$ cat config.mk
export PLATFORM = sky130hd
export DESIGN_NAME = pkt_stream_sender
export DESIGN_NICKNAME = d
export VERILOG_FILES = /design/src/rtl/pkt_stream_sender.sv
export SDC_FILE = /design/constraint.sdc
export NUM_CORES = 1
export LEC_CHECK = 0
export BUFFER_PORTS_ARGS = -buffer_cell sky130_fd_sc_hd__buf_2
export CAP_MARGIN = 10
export CORE_MARGIN = 2
export CORE_UTILIZATION = 52
export CTS_BUF_LIST = sky130_fd_sc_hd__clkbuf_8
export CTS_CLUSTER_SIZE = 20
export DETAILED_ROUTE_END_ITERATION = 10
export PLACE_DENSITY = 0.68
export SYNTH_ARGS = -nofsm -noshare
export SYNTH_HDL_FRONTEND = slang
export SYNTH_SLANG_ARGS = --single-unit
$ cat constraint.sdc
create_clock -name clk -period 5.2 [get_ports clk]
set_input_delay 1.04 -clock clk [delete_from_list [all_inputs] [get_ports clk]]
set_output_delay 1.04 -clock clk [all_outputs]
set_load 0.005 [all_outputs]
$ cat src/rtl/pkt_stream_sender.sv
// Store-and-forward packet source. Beats are written into a circular buffer
// and become visible to the reader only once their packet's last beat is
// accepted. Committed packets are replayed on a registered dout/vout/lout
// stream, gated by cts, with IPG idle cycles forced after each packet.
module pkt_stream_sender #(
  parameter int W     = 8,
  parameter int DEPTH = 64,
  parameter int IPG   = 12
) (
  input  logic                   clk,
  input  logic                   rst,
  input  logic [W-1:0]           in_data,
  input  logic                   in_val,
  input  logic                   in_last,
  output logic                   in_rdy,
  output logic [W-1:0]           dout,
  output logic                   vout,
  output logic                   lout,
  input  logic                   cts,
  output logic [$clog2(DEPTH):0] pkt_pend,
  output logic                   ovf
);

  localparam int AW     = $clog2(DEPTH);
  localparam int PW     = AW + 1;
  localparam int GW     = (IPG > 1) ? $clog2(IPG) : 1;
  localparam int IPG_M1 = (IPG > 0) ? IPG - 1 : 0;

  typedef enum logic [1:0] {S_IDLE, S_SEND, S_GAP} state_t;

  // Each entry carries the beat plus its end-of-packet marker in the MSB.
  logic [W:0]    mem [DEPTH];
  logic [PW-1:0] wr_ptr, cm_ptr, rd_ptr;
  logic          drop;
  logic          full;
  logic          wr_acc, wr_ovf, commit;
  logic [W:0]    rd_word;
  state_t        state, state_nx;
  logic          rd_adv, done;
  logic [GW-1:0] gap_cnt;

  // Pointers carry one extra bit so that full and empty are distinguishable.
  assign full    = (wr_ptr - rd_ptr) == PW'(DEPTH);
  assign in_rdy  = !full;
  // While dropping the remainder of an overflowed packet nothing is stored.
  assign wr_acc  = in_val && !full && !drop;
  assign wr_ovf  = in_val && full && !drop;
  assign commit  = wr_acc && in_last;
  assign rd_word = mem[rd_ptr[AW-1:0]];

  // Buffer storage; contents need no reset.
  always_ff @(posedge clk) begin
    if (wr_acc) mem[wr_ptr[AW-1:0]] <= {in_last, in_data};
  end

  // Write side: accept, commit on last beat, rewind and drop on overflow.
  always_ff @(posedge clk or negedge rst) begin
    if (!rst) begin
      wr_ptr <= '0;
      cm_ptr <= '0;
      drop   <= 1'b0;
      ovf    <= 1'b0;
    end else begin
      ovf <= wr_ovf;
      if (wr_acc) begin
        wr_ptr <= wr_ptr + PW'(1);
        if (in_last) cm_ptr <= wr_ptr + PW'(1);
      end else if (wr_ovf) begin
        // Throw away the partial packet; keep discarding until its last beat.
        wr_ptr <= cm_ptr;
        drop   <= !in_last;
      end else if (in_val && drop && in_last) begin
        drop <= 1'b0;
      end
    end
  end

  // Read FSM next-state: IDLE spends one decision edge, SEND advances on cts.
  always_comb begin
    state_nx = state;
    rd_adv   = 1'b0;
    done     = 1'b0;
    case (state)
      S_IDLE: if (pkt_pend != '0 && cts) state_nx = S_SEND;
      S_SEND: begin
        if (cts) begin
          rd_adv = 1'b1;
          if (rd_word[W]) begin
            done     = 1'b1;
            state_nx = (IPG > 0) ? S_GAP : S_IDLE;
          end
        end
      end
      S_GAP:   if (gap_cnt == GW'(IPG_M1)) state_nx = S_IDLE;
      default: state_nx = S_IDLE;
    endcase
  end

  // FSM state register and gap counter.
  always_ff @(posedge clk or negedge rst) begin
    if (!rst) begin
      state   <= S_IDLE;
      gap_cnt <= '0;
    end else begin
      state   <= state_nx;
      gap_cnt <= (state == S_GAP && state_nx == S_GAP) ? gap_cnt + GW'(1) : '0;
    end
  end

  // Registered output stream; dout holds while idle, lout only with vout.
  always_ff @(posedge clk or negedge rst) begin
    if (!rst) begin
      rd_ptr <= '0;
      dout   <= '0;
      vout   <= 1'b0;
      lout   <= 1'b0;
    end else begin
      vout <= rd_adv;
      lout <= rd_adv && rd_word[W];
      if (rd_adv) begin
        dout   <= rd_word[W-1:0];
        rd_ptr <= rd_ptr + PW'(1);
      end
    end
  end

  // Committed-but-unsent packet count; commit and completion cancel out.
  always_ff @(posedge clk or negedge rst) begin
    if (!rst) begin
      pkt_pend <= '0;
    end else begin
      case ({commit, done})
        2'b10:   pkt_pend <= pkt_pend + PW'(1);
        2'b01:   pkt_pend <= pkt_pend - PW'(1);
        default: pkt_pend <= pkt_pend;
      endcase
    end
  end

endmodule

==> flow_metrics.tcl <==
set metrics [dict create \
    status "finished clean" \
    grt_overflow 0 \
    multi_input_area_sq_um 5960 \
    async_flop_share_pct 7.40 \
    grt_use_total_pct 24.4 \
    cts_resized 0 \
    ant_nets 0 \
    wl_mm 59.6 \
    grt_pass1_wl_mm 87.8 \
    ys_seq_elements 622 \
    cts_buffers 98 \
    layout_common_cells "576 x edfxtp_1, 102 x clkbuf_8, 100 x mux4_2, 87 x nor2_1, 82 x mux2i_1" \
    post-route-period-util_pct 88.4 \
    clock.fmax_mhz 217 \
    rsz0062_at_grt "false" \
    critPathKind "reg -> reg" \
    drc 0 \
    syn-instance-count 1333 \
    grt_max_degree 66 \
    crit_start "rd_ptr[1]" \
    path_clk_slew_ns 0.07 \
    drv_slew 0 \
    synth_edf_count 576 \
    n_fill_cell 3488 \
    ys_warn_count 0 \
    r2r_start "rd_ptr[1]" \
    htree_levels 3 \
    portBuffers 31 \
    dominantRegCellSynth "edfxtp_1" \
    finalSetupTns_ns 0 \
    area_growth_pct 10.4 \
    hold_viol_final 0 \
    start_util_pct 52.5 \
    leakage_nw 9.25 \
    cap_violations 0 \
    post_cts_buffers 0 \
    ir_drop_mv 0.259 \
    drt-wirelength-per-cell_um 28.1 \
    ys_seq_area_share_pct 73.9 \
    final.setup_skew_ns 0.0360 \
    cts_buffer_depth 3 \
    drt_iter0_markers 1499 \
    period_needed_ns 4.60 \
    syn_nets 1362 \
    clkSinkCount 622 \
    ys_types 60 \
    setup_viol 0 \
    cts_tree "yes" \
    clock_latency_ns 0.68 \
    netlist_area_sq_um 24900 \
    place.gp.congestion 0.839 \
    ctsRootBufferMaster "clkbuf_8" \
    fin_cells 2124 \
    crit_arrival_ns 4.87 \
    relSlewSlack_pct 14.7 \
    nNetsFinal 1463 \
    die_w_um 223 \
    syn_area_per_cell_sq_um 18.7 \
    powerDensity_nw_per_um2 508 \
    ios 32 \
    drive_gt1_share_pct 21.0 \
    grt_pass1_vias 13400 \
    crit_required_ns 5.47 \
    cp-end-kind "register" \
    hold_buffers 0 \
    startpoint_type "register" \
    routed_via_density 6.21 \
    dpl.hpwl_mm 36.4 \
    via_count 13200 \
    dp_cells 1946 \
    core_area_sq_um 47500 \
    drtPass1Iterations 6 \
    die_area_sq_um 49700 \
    min_from "state[1]" \
    antenna_found_initial 1 \
    die_h_um 223 \
    hp-class "reg -> reg" \
    worstMarginPinSlew_ns 1.27 \
    rows 80 \
    critPathMaxFanout 33 \
    seq_area_sq_um 18500 \
    final_common_cell "edfxtp_1" \
]
area by class of cell:
type / instances / share of cell area (%)
diodes: 1 / 0.00908
repair buffers: 73 / 1.84
flip-flops and latches: 622 / 67.0
multi-input cells: 621 / 21.6
clock inverters: 72 / 1.38
clock buffers: 102 / 5.10
well taps: 615 / 2.79
inverters: 18 / 0.245
registers in the layout (all words and copies together), names as in the netlist:
| signal | cells |
|---|---|
| cm_ptr | 7 |
| pkt_pend | 7 |
| vout | 1 |
| gap_cnt | 4 |
| dout | 8 |
| state | 2 |
| lout | 1 |
| rd_ptr | 7 |
| drop | 1 |
| wr_ptr | 7 |
| mem | 576 |
| ovf | 1 |
cells by family (layout without fill, tap and decap cells):
group / after synthesis / after routing / share of synthesized area, %
other: 0 / 1 / 0
flip-flops: 622 / 622 / 73.9
AND/OR/NAND/NOR: 219 / 219 / 4.03
XOR/XNOR: 21 / 21 / 0.737
adder cells (fa/ha/maj): 16 / 16 / 0.833
multiplexers: 201 / 201 / 13.5
AO/OA/AOI/OAI: 164 / 164 / 4.81
buffers and inverters: 90 / 265 / 2.17
through the flow:
step	cell area [sq um]	power, mW	util [%]	hold slack (ns)	worst slack, ns
final	27600	14.0	58.0	0.444	0.601
after global routing	27600	14.5	57.9	0.474	0.449
after CTS	27500	14.0	57.8	0.445	0.750
after detailed placement	25700	10.3	54.1	0.430	0.763
after global placement	25700	10.2	54.1	0.427	0.872
after floorplan	24900	8.98	-	0.405	0.727
synth_stat cells, types with 5 or more instances:
master	number	area, sq um
a211oi_1	20	150
a21oi_1	24	120
a221oi_1	7	61.3
a22o_1	9	78.8
a22oi_1	15	113
buf_2	14	70.1
buf_6	15	169
clkbuf_1	34	128
dfrtp_1	46	1150
edfxtp_1	576	17300
ha_1	15	188
inv_1	18	67.6
mux2_2	14	158
mux2i_1	82	821
mux4_1	5	131
mux4_2	100	2250
nand2_1	52	195
nand2b_1	5	31.3
nand3_1	20	100
nand3b_1	7	52.6
nand4_1	9	56.3
nor2_1	88	330
nor2b_1	13	81.3
nor3_1	9	45.0
o211ai_1	5	37.5
o21ai_0	20	100
o221ai_1	15	131
o22ai_1	13	81.3
xnor2_1	13	114
xor2_1	8	70.1
routing by layer:
layer	routed length, um	vias to the layer above	global-route usage [%]	part of all wire (%)
li1	-	5639	-	-
met1	24600	6839	33.4	41
met2	28400	592	38.2	48
met3	4490	128	5.82	7.5
met4	2110	2	9.72	3.5
met5	11	-	0	0.018
power by group:
group          total, mW  internal (mW)  switching (mW)  leakage, nW
Sequential          6.13           5.78           0.353         5.73
Clock               3.81           1.96            1.85         1.04
Combinational       4.05           1.66            2.39         2.48
Total               14.0           9.39            4.60         9.25
worst max-delay path, cell delays in order, from the launching register on:
cell and delay [ns]:
dfrtp_4 0.73, inv_1 0.16, ha_1 0.33, nand3b_1 0.10, a21o_1 0.20, a22o_1 0.24, nand3_1 0.11, buf_4 0.28
nand4_1 0.75, nor2_1 1.28
worst paths after layout:
kind / endpoint / slack (ns) / depth (start not counted)
max: mem[42][7] / 0.60 / 9
min: state[0] / 0.44 / 1
max reg2reg: mem[42][7] / 0.60 / 9
min reg2reg: state[0] / 0.44 / 1
max in group asynchronous: rd_ptr[1] / 4.21 / 2
min in group asynchronous: wr_ptr[0] / 0.48 / 2
(Power assumes the default switching activity.)
